### src/rtl/ex_mem_pkg.sv
// Shared widths, control values and stall-bit indices for the EX/MEM pipeline register.
package ex_mem_pkg;

    localparam int RegBus       = 32;
    localparam int RegAddrBus   = 5;
    localparam int DoubleRegBus = 64;
    localparam int StallBus     = 6;
    localparam int CntBus       = 2;

    localparam logic WriteEnable  = 1'b1;
    localparam logic WriteDisable = 1'b0;
    localparam logic Stop         = 1'b1;
    localparam logic NoStop       = 1'b0;
    localparam logic [RegBus-1:0] ZeroWord = '0;

    localparam int STALL_EX  = 3;
    localparam int STALL_MEM = 4;

    typedef struct packed {
        logic [RegAddrBus-1:0] waddr;
        logic                  we;
        logic [RegBus-1:0]     wdata;
        logic [RegBus-1:0]     hi;
        logic [RegBus-1:0]     lo;
        logic                  whilo;
    } mem_req_t;

    localparam mem_req_t MemReqIdle = '{
        waddr: '0, we: WriteDisable, wdata: ZeroWord,
        hi: ZeroWord, lo: ZeroWord, whilo: WriteDisable
    };

endpackage

### src/rtl/ex_mem.sv
// EX->MEM pipeline register with flush/bubble/hold/advance control.
// EX_MEM_MADD_EN: keep the multiply-accumulate {hi,lo}/count state; otherwise it reads as 0.
module ex_mem
    import ex_mem_pkg::*;
(
    input  logic                    clk,
    input  logic                    rst,
    input  logic [RegAddrBus-1:0]   ex_waddr_reg,
    input  logic                    ex_we_reg,
    input  logic [RegBus-1:0]       ex_wdata,
    input  logic [RegBus-1:0]       ex_hi,
    input  logic [RegBus-1:0]       ex_lo,
    input  logic                    ex_whilo,
    input  logic [StallBus-1:0]     stall,
    input  logic                    flush,
    input  logic [DoubleRegBus-1:0] hilo_temp_i,
    input  logic [CntBus-1:0]       cnt_i,
    output logic [RegAddrBus-1:0]   mem_waddr_reg,
    output logic                    mem_we_reg,
    output logic [RegBus-1:0]       mem_wdata,
    output logic [RegBus-1:0]       mem_hi,
    output logic [RegBus-1:0]       mem_lo,
    output logic                    mem_whilo,
    output logic [DoubleRegBus-1:0] hilo_temp_o,
    output logic [CntBus-1:0]       cnt_o
);

    mem_req_t ex_req;
    mem_req_t mem_q;
    logic     bubble;
    logic     advance;

    assign ex_req = '{
        waddr: ex_waddr_reg, we: ex_we_reg, wdata: ex_wdata,
        hi: ex_hi, lo: ex_lo, whilo: ex_whilo
    };

    // EX stopped while MEM runs: a bubble goes down the pipe. The illegal
    // EX-running/MEM-stopped combination falls into advance.
    assign bubble  = (stall[STALL_EX] == Stop) && (stall[STALL_MEM] == NoStop);
    assign advance = (stall[STALL_EX] == NoStop);

    always_ff @(posedge clk or negedge rst) begin
        if (!rst) begin
            mem_q <= MemReqIdle;
        end else if (flush) begin
            mem_q <= MemReqIdle;
        end else if (bubble) begin
            mem_q <= MemReqIdle;
        end else if (advance) begin
            mem_q <= ex_req;
        end
    end

    assign mem_waddr_reg = mem_q.waddr;
    assign mem_we_reg    = mem_q.we;
    assign mem_wdata     = mem_q.wdata;
    assign mem_hi        = mem_q.hi;
    assign mem_lo        = mem_q.lo;
    assign mem_whilo     = mem_q.whilo;

`ifdef EX_MEM_MADD_EN
    logic [DoubleRegBus-1:0] hilo_temp_q;
    logic [CntBus-1:0]       cnt_q;

    // The accumulate state must keep moving through bubbles, so it is
    // loaded on bubble and cleared once the instruction advances.
    always_ff @(posedge clk or negedge rst) begin
        if (!rst) begin
            hilo_temp_q <= '0;
            cnt_q       <= '0;
        end else if (flush) begin
            hilo_temp_q <= '0;
            cnt_q       <= '0;
        end else if (bubble) begin
            hilo_temp_q <= hilo_temp_i;
            cnt_q       <= cnt_i;
        end else if (advance) begin
            hilo_temp_q <= '0;
            cnt_q       <= '0;
        end
    end

    assign hilo_temp_o = hilo_temp_q;
    assign cnt_o       = cnt_q;
`else
    logic unused_madd;
    assign unused_madd = ^{hilo_temp_i, cnt_i};
    assign hilo_temp_o = '0;
    assign cnt_o       = '0;
`endif

    logic unused_stall;
    assign unused_stall = ^{stall[5], stall[2:0]};

    illegal_stall_a: assert property (@(posedge clk) disable iff (!rst)
        !((stall[STALL_EX] == NoStop) && (stall[STALL_MEM] == Stop)));

endmodule

### config.mk
export PLATFORM = sky130hd
export DESIGN_NAME = ex_mem
export DESIGN_NICKNAME = d
export VERILOG_FILES = /design/src/rtl/ex_mem_pkg.sv /design/src/rtl/ex_mem.sv
export SDC_FILE = /design/constraint.sdc
export NUM_CORES = 1
export LEC_CHECK = 0
export BUFFER_PORTS_ARGS = -buffer_cell sky130_fd_sc_hd__buf_2
export CORE_AREA = 2 2 133 135
export DETAILED_ROUTE_END_ITERATION = 7
export DIE_AREA = 0 0 135 137
export PLACE_DENSITY = 0.74
export SKIP_LAST_GASP = 1
export SLEW_MARGIN = 20
export SYNTH_ARGS = -nofsm -noshare
export SYNTH_HDL_FRONTEND = slang
export SYNTH_SLANG_ARGS = --single-unit
### constraint.sdc
create_clock -name clk -period 0.8 [get_ports clk]
set_clock_uncertainty 0.1 [all_clocks]
set_input_delay 0.04 -clock clk [delete_from_list [all_inputs] [get_ports clk]]
set_output_delay 0.04 -clock clk [all_outputs]
set_load 0.005 [all_outputs]
==> run metrics, run 1 <==
Final Hold Viols 0; CP max stage cell dfrtp_1; critical path class reg2out; synth top area cells dfrtp_1, nand2b_1, buf_4, nand3_2, a21oi_2; final worst slack -0.236 ns; worst path cell trace buf_2; Area growth syn-to-layout 61.0%; #FFs+latches synth 103; vias in the first global route 4925; Synth area leader dfrtp_1; IO Port Bufs 210; die area 18500 um2; Syn Inst Count 524; Initial Utilization 31.7%; crit path DAT 0.90 ns; Via density 4.50; failing checks setup timing; Maximum Capacitance Violations 0; Pins Over Slew Limit 0; Cell Rows 48; crit path buf inv count 1; status finished, violations left; residual DRC count 0; Reg clk slew, reported paths 0.07 ns; DR vias 5002; clock root buffer clkbuf_16; pin count of the biggest net entering global routing 60; Synth Area per Inst 10.3 um2; P per Cell Area 1500 nW/um2; CTS buffer count 9; CP max stage delay 0.41 ns; RePlAce Congestion 0.736; CTS Sinks 103; fin nets 1059; Core Region 17100 um2; Pwr Total 13.0 mW; RSZ-0062 raised after global routing yes; IO Count 347; GRT Overall Usage 16.7%; initial antenna violation count 0; commonest non-fill, non-tap cell in the layout buf_2; crit end category primary output; Yosys cell types 13; YS warnings 0; sequential-to-total area share from yosys stat 47.7%; Post-Syn Area 5400 um2; Peak VDD IR 1.15 mV; total gr overflow 0; delay-heaviest family, CP flip-flops; antenna viol nets, final 0; Clock Tree Buf Depth 2; detailed-route wire length 16700 um; Peak Freq 0.966 GHz; most frequent cells in the layout buf_2, dlygate4sd3_1, nand2b_1, dfrtp_1, conb_1; First DRT Iteration DRCs 153; layout cells sized above 1 48.3%; first-pass GRT wire length 24200 um; Yosys top cell area share 47.7%; Die Wd 135 um; H-tree depth 3; hpwl dp 9460 um; Tmin final 1.04 ns; Setup TNS -24.32 ns; crit path max fanout 2; Chip Height 137 um; crit share post-route 129%; Hold WC Path Type in2reg; CTS tree built; leakage power 4.08 nW; crit start category register; critical path required time 0.66 ns; First-pass DRT Iterations 5; endpoints failing setup 161; clock latency on the worst-skew pair 0.35 ns; drt wl/cell 15.1 um
-- routing by layer --
layer  part of all wire [%]  routed length (um)  global-route usage [%]
met1                     40                6680                    19.5
met3                    6.7                1120                    3.70
met2                     50                8380                    28.9
met4                    3.3                 559                    8.51
met5                      0                   0                       0
-- cell families (layout without fill, tap and decap cells) --
| group | after synthesis | after routing | synth area share, % |
|---|---|---|---|
| buf+inv | 111 | 408 | 14.7 |
| simple gates | 206 | 206 | 25.2 |
| flops | 103 | 103 | 47.7 |
| other cells | 1 | 67 | 0.0695 |
| compound gates | 103 | 103 | 12.3 |
-- path summary, 6_finish.rpt --
kind | cells after the start | start | slack [ns] | end
worst min-delay path | 3 | stall[3] | 0.006 | mem_hi[13]$_DFFE_PN0P_
min in group asynchronous | 3 | rst | 0.14 | mem_hi[0]$_DFFE_PN0P_
worst max-delay path | 1 | mem_lo[16]$_DFFE_PN0P_ | -0.24 | mem_lo[16]
worst max register to register | 3 | mem_lo[17]$_DFFE_PN0P_ | -0.11 | mem_lo[17]$_DFFE_PN0P_
max in group asynchronous | 3 | rst | 0.14 | mem_lo[23]$_DFFE_PN0P_
worst min register to register | 2 | mem_hi[1]$_DFFE_PN0P_ | 0.44 | mem_hi[1]$_DFFE_PN0P_
-- repair_timing --
action                                  CTS  global route
setup buffers                            42            30
pin swaps                                 0            38
endpoints found under the setup margin  103           168
endpoints found under the hold margin   206             0
resized for setup                         1            94
hold buffers                            104             0
-- through the flow --
stage	utilization (%)	hold WS, ns	setup WS, ns	cells	area [um2]
2_1_floorplan	-	-0.356	-0.0658	589	5650
3_3_place_gp	37.9	-0.0506	-0.0719	933	6470
3_5_place_dp	37.9	-0.0504	-0.105	933	6470
4_1_cts	47.9	-0.00618	-0.255	1095	8170
5_1_grt	51.0	0.0247	-0.273	1111	8690
6_report	51.0	0.00566	-0.236	1112	8690
-- power by group --
group | internal [mW] | total [mW] | leakage [nW] | switching (mW)
sequential | 5.44 | 5.59 | 1.38 | 0.152
combinational | 1.33 | 2.53 | 2.55 | 1.20
clock | 2.79 | 4.90 | 0.158 | 2.11
total | 9.56 | 13.0 | 4.08 | 3.46
-- cell usage after synthesis, drive strengths merged --
| library cell | number |
|---|---|
| a21oi | 103 |
| buf | 96 |
| clkbuf | 15 |
| conb | 1 |
| dfrtp | 103 |
| nand2b | 103 |
| nand3 | 103 |
-- layout make-up --
| cell class | count | area (um2) |
|---|---|---|
| Fill cell | 1471 | 8360 |
| Clock inverter | 7 | 105 |
| Tap cell | 225 | 282 |
| Multi-Input combinational cell | 375 | 2510 |
| Clock buffer | 9 | 225 |
| Timing Repair Buffer | 392 | 2990 |
| Antenna cell | 1 | 2.50 |
| Sequential cell | 103 | 2580 |
No activity file was read; power rests on OpenSTA's default activity.
==> run 2: changes to the inputs <==
GPL_TIMING_DRIVEN = 0   (was unset)
==> run metrics, run 2 (synthesis gave the netlist of run 1 again) <==
most frequent cells in the layout buf_2, nand2b_1, dlygate4sd3_1, dfrtp_1, buf_4 (was buf_2, dlygate4sd3_1, nand2b_1, dfrtp_1, conb_1); antenna viol nets, final 0 (unchanged); crit path max fanout 2 (unchanged); endpoints failing setup 171 (was 161); initial antenna violation count 0 (unchanged); fill count 1403 (was 1471); die area 18500 um2 (unchanged); final worst slack -0.262 ns (was -0.236 ns); clock latency on the worst-skew pair 0.34 ns (was 0.35 ns); vias in the first global route 5245 (was 4925); RSZ-0062 raised after global routing yes (unchanged); reg2reg path depth 3 (unchanged); hpwl dp 11200 um (was 9460 um); crit start category register (unchanged); delay-heaviest family, CP flip-flops (unchanged); top sig layer met4 (unchanged); DR vias 5432 (was 5002); Reg clk slew, reported paths 0.07 ns (about the same); Die Wd 135 um (unchanged); CTS Sinks 103 (unchanged); status finished, violations left (unchanged); commonest non-fill, non-tap cell in the layout buf_2 (unchanged); number of diodes 0 (was 1); crit share post-route 133% (was 129%); IO Count 347 (unchanged); Post-Route Utilization 55.0% (was 51.0%); Via density 4.52 (was 4.50); failing checks hold timing, setup timing (was setup timing); worst r2r src mem_wdata[31]$_DFFE_PN0P_ (was mem_lo[17]$_DFFE_PN0P_); CP max stage cell dfrtp_1 (unchanged); Maximum Capacitance Violations 0 (unchanged); Finished Cell Area 9380 um2 (was 8690 um2); Clock Tree Buf Depth 2 (unchanged); Comb pwr share 21.3% (was 19.4%); crit end category primary output (unchanged); First DRT Iteration DRCs 218 (was 153); CP Depth 1 (unchanged); Cell Int Power 10.1 mW (was 9.56 mW); P per Cell Area 1450 nW/um2 (was 1500 nW/um2); Tmin final 1.06 ns (was 1.04 ns); Pwr Total 13.6 mW (was 13.0 mW); Final Hold Viols 106 (was 0); pin count of the biggest net entering global routing 57 (was 60); part of the power in the clock network 37.4% (was 37.6%); CP max stage delay 0.42 ns (was 0.41 ns); Chip Height 137 um (unchanged); layout cells sized above 1 53.6% (was 48.3%); critical path class reg2out (unchanged); Setup TNS -25.68 ns (was -24.32 ns); sw power 3.52 mW (was 3.46 mW); Initial Utilization 31.7% (unchanged); CTS buffer count 9 (unchanged); IO Port Bufs 207 (was 210); R2R setup slack -0.14 ns (was -0.11 ns); GRT Overall Usage 18.9% (was 16.7%); Worst-Margin Slew 0.646 ns; crit path buf inv count 1 (unchanged); fin nets 1152 (was 1059); area of the multi-input gates 2570 um2 (was 2510 um2); crit path DAT 0.92 ns (was 0.90 ns); total gr overflow 0 (unchanged); sequential power share 41.3% (was 43.0%); first-pass GRT wire length 27200 um (was 24200 um); metal3 WL 1310 um (was 1120 um); clock root buffer clkbuf_16 (unchanged); leakage power 4.52 nW (was 4.08 nW); Post-DP Area 7000 um2 (was 6470 um2); Peak Freq 0.942 GHz (was 0.966 GHz); Hold WC Path Type in2async (was in2reg); drt wl/cell 16.2 um (was 15.1 um); Cell Rows 48 (unchanged); Pins Over Slew Limit 0 (unchanged); Core Region 17100 um2 (unchanged); First-pass DRT Iterations 4 (was 5); slew margin rel. 56.9%; WHS -0.480 ns (was 0.00566 ns); Hold-fix buffers, CTS 103 (was 104); register area 2580 um2 (unchanged); H-tree depth 3 (unchanged); Peak VDD IR 0.903 mV (was 1.15 mV); detailed-route wire length 19500 um (was 16700 um); FF-to-FF End mem_wdata[31]$_DFFE_PN0P_ (was mem_lo[17]$_DFFE_PN0P_); critical path required time 0.66 ns (about the same); switching share of total power 25.9% (was 26.6%); RePlAce Congestion 0.768 (was 0.736); met2 wire len 10200 um (was 8380 um); worst path cell trace buf_2 (unchanged); residual DRC count 0 (unchanged); Area growth syn-to-layout 73.7% (was 61.0%); post-place setup slack -0.380 ns (was -0.105 ns); CTS tree built (unchanged); M1 WL 7660 um (was 6680 um)
run 2: changes by cell type in the layout (fill, tap and decap cells not counted), moves of 5 or more:
| cell | before | now |
|---|---|---|
| buf_4 | 29 | 74 |
| buf_6 | 45 | 63 |
| nand3_2 | 52 | 67 |
| buf_2 | 204 | 218 |
| clkbuf_1 | 0 | 12 |
| nand3_1 | 44 | 33 |
| a21oi_1 | 38 | 31 |
| a21oi_2 | 65 | 72 |
| buf_12 | 10 | 5 |
run 2: what timing repair did:
item / 4_1_cts / 5_1_grt
gates resized for setup: 5 / 129
pin swaps: 4 / 51
cloned: 0 / 0
setup endpoints to repair: 106 / 185
endpoints found under the hold margin: 206 / 50
setup buffers: 49 / 27
run 2: layer usage:
metal / track usage [%] / vias up
li1: - / 2516
met1: 22.1 / 2628
met2: 34.0 / 260
met3: 4.41 / 28
met4: 7.06 / 0
met5: 0 / -
run 2: worst max path at each step:
stage | start | end | slack (ns)
detailed placement | stall[3] | mem_wdata[29]$_DFFE_PN0P_ | -0.38
global placement | rst | mem_lo[14]$_DFFE_PN0P_ | -1.68
CTS | mem_wdata[9]$_DFFE_PN0P_ | mem_wdata[9] | -0.26
finish | mem_lo[13]$_DFFE_PN0P_ | mem_lo[13] | -0.26
global route | mem_lo[13]$_DFFE_PN0P_ | mem_lo[13] | -0.28
floorplan | stall[3] | mem_hi[0]$_DFFE_PN0P_ | -0.07
run 2: cell type report:
cell class                      instances  share of cell area (%)
Buffer                                111                    8.58
Timing Repair Buffer                  374                    30.0
Clock buffer                            9                    2.40
Multi-Input combinational cell        375                    27.4
Sequential cell                       103                    27.5
Tap cell                              225                    3.00
Clock inverter                          6                    1.16
run 2: through the flow:
step | hold WS (ns) | cells
after floorplan | -0.356 | 589
after global placement | 0.190 | 1021
after detailed placement | -0.0747 | 1022
after CTS | -0.469 | 1189
after global routing | -0.449 | 1203
final | -0.480 | 1203
run 2: power groups by stage:
stage	logic [mW]	registers (mW)	clock network (mW)
after CTS	2.56	5.57	5.23
after global routing	3.12	5.63	5.42
after global placement	1.94	5.68	0
after floorplan	1.09	5.70	0
after detailed placement	1.98	5.69	0
final	2.89	5.61	5.07
==> run 3: changes to the inputs <==
PLACE_DENSITY = unset   (was 0.74)
PLACE_DENSITY_LB_ADDON = 0.3   (was unset)
==> run metrics, run 3 (synthesis gave the netlist of run 1 again) <==
first-pass GRT wire length 26100 um (was 27200 um); P per Cell Area 1350 nW/um2 (was 1450 nW/um2); die area 18500 um2 (unchanged); Tmin final 1.03 ns (was 1.06 ns); Peak VDD IR 0.927 mV (was 0.903 mV); CTS buffer count 9 (unchanged); most frequent cells in the layout buf_2, nand2b_1, dlygate4sd3_1, dfrtp_1, buf_4 (unchanged); GRT Overall Usage 18.0% (was 18.9%); Reg clk slew, reported paths 0.07 ns (about the same); Area growth syn-to-layout 71.6% (was 73.7%); hpwl dp 10900 um (was 11200 um); leakage power 4.47 nW (was 4.52 nW); CP max stage delay 0.41 ns (was 0.42 ns); RSZ-0062 raised after global routing yes (unchanged); worst path cell trace buf_2 (unchanged); sequential power share 44.5% (was 41.3%); IO Count 347 (unchanged); First DRT Iteration DRCs 172 (was 218); endpoints failing setup 164 (was 171); Cell Rows 48 (unchanged); H-tree depth 3 (unchanged); Core Region 17100 um2 (unchanged); crit path max fanout 2 (unchanged); detailed-route wire length 17400 um (was 19500 um); First-pass DRT Iterations 4 (unchanged); critical path class reg2out (unchanged); CP max stage cell dfrtp_1 (unchanged); Hold WC Path Type in2async (unchanged); crit path DAT 0.89 ns (was 0.92 ns); switching share of total power 27.5% (was 25.9%); Setup TNS -24.52 ns (was -25.68 ns); CTS Sinks 103 (unchanged); failing checks hold timing, setup timing (unchanged); Final Hold Viols 106 (unchanged); part of the power in the clock network 33.1% (was 37.4%); crit share post-route 129% (was 133%); Cell Int Power 9.10 mW (was 10.1 mW); Peak Freq 0.967 GHz (was 0.942 GHz); Worst-Margin Slew 0.633 ns (was 0.646 ns); Pins Over Slew Limit 0 (unchanged); Clock Tree Buf Depth 2 (unchanged); slew margin rel. 57.8% (was 56.9%); Initial Utilization 31.7% (unchanged); RePlAce Congestion 0.731 (was 0.768); number of diodes 0 (unchanged); critical path required time 0.66 ns (about the same); fin nets 1150 (was 1152); crit end category primary output (unchanged); status finished, violations left (unchanged); layout cells sized above 1 53.1% (was 53.6%); residual DRC count 0 (unchanged); pin count of the biggest net entering global routing 54 (was 57); final worst slack -0.234 ns (was -0.262 ns); delay-heaviest family, CP flip-flops (unchanged); Hold-fix buffers, CTS 103 (unchanged); DR vias 5154 (was 5432); commonest non-fill, non-tap cell in the layout buf_2 (unchanged); Pwr Total 12.6 mW (was 13.6 mW); Via density 4.29 (was 4.52); CTS tree built (unchanged); sw power 3.45 mW (was 3.52 mW); crit start category register (unchanged); IO Port Bufs 207 (unchanged); antenna viol nets, final 0 (unchanged); drt wl/cell 14.5 um (was 16.2 um); crit path buf inv count 1 (unchanged); clock latency on the worst-skew pair 0.34 ns (about the same); Die Wd 135 um (unchanged); Maximum Capacitance Violations 0 (unchanged); Chip Height 137 um (unchanged); clock root buffer clkbuf_16 (unchanged); total gr overflow 0 (unchanged); initial antenna violation count 0 (unchanged); WHS -0.465 ns (was -0.480 ns); vias in the first global route 5131 (was 5245); Comb pwr share 22.4% (was 21.3%)
run 3: changes by cell type in the layout (fill, tap and decap cells not counted):
cell	delta
clkinv_4	+2
buf_2	+3
clkbuf_1	+3
nand3_2	-1
bufinv_16	-3
clkinvlp_4	+1
clkbuf_2	-1
buf_6	-5
nand3_1	+1
inv_6	-1
run 3: what timing repair did:
action | CTS | global route
endpoints found under the setup margin | 109 | 179
gates resized for setup | 9 | 118
pin swaps | 5 | 46
endpoints found under the hold margin | 206 | 55
buffers inserted | 47 | 30
run 3: power by group through the flow:
stage,clock (mW),sequential [mW],combinational (mW)
after CTS,4.29,5.56,2.56
after global routing,4.53,5.62,3.08
after global placement,0,5.68,1.95
after floorplan,0,5.70,1.09
final,4.16,5.59,2.81
after detailed placement,0,5.69,1.98
run 3: cell type report:
class	instances	area, um2
Buffer	111	803
Timing Repair Buffer	372	2780
Tap cell	225	282
Sequential cell	103	2580
Fill cell	1516	7790
Multi-Input combinational cell	375	2560
Clock buffer	11	233
Clock inverter	5	35.0
run 3: worst paths after layout:
path,slack (ns),endpoint,cells after the start,from
setup reg to reg,-0.08,mem_hi[27]$_DFFE_PN0P_,3,mem_hi[27]$_DFFE_PN0P_
min in group clk,-0.06,mem_hi[23]$_DFFE_PN0P_,2,flush
setup / recovery,-0.23,mem_wdata[3],1,mem_wdata[3]$_DFFE_PN0P_
hold reg to reg,0.44,mem_lo[27]$_DFFE_PN0P_,2,mem_lo[27]$_DFFE_PN0P_
hold / removal,-0.47,mem_waddr_reg[3]$_DFFE_PN0P_,1,rst
max in group asynchronous,0.41,mem_hi[22]$_DFFE_PN0P_,2,rst
run 3: through the flow:
stage,cells,cell area (um2),util [%],worst slack [ns]
floorplan,589,5650,-,-0.0658
finish,1202,9270,54.3,-0.234
CTS,1188,8690,51.0,-0.252
global route,1202,9270,54.3,-0.279
global placement,1021,6970,40.9,-1.71
detailed placement,1022,7000,41.1,-0.384
run 3: metal layers:
layer	wire, um	up-vias	track usage, %	part of all wire [%]
met1	7260	2415	22.0	42
met2	8630	192	30.6	50
li1	-	2522	-	-
met5	0	-	0	0
met4	384	0	5.73	2.2
met3	1160	25	5.19	6.7
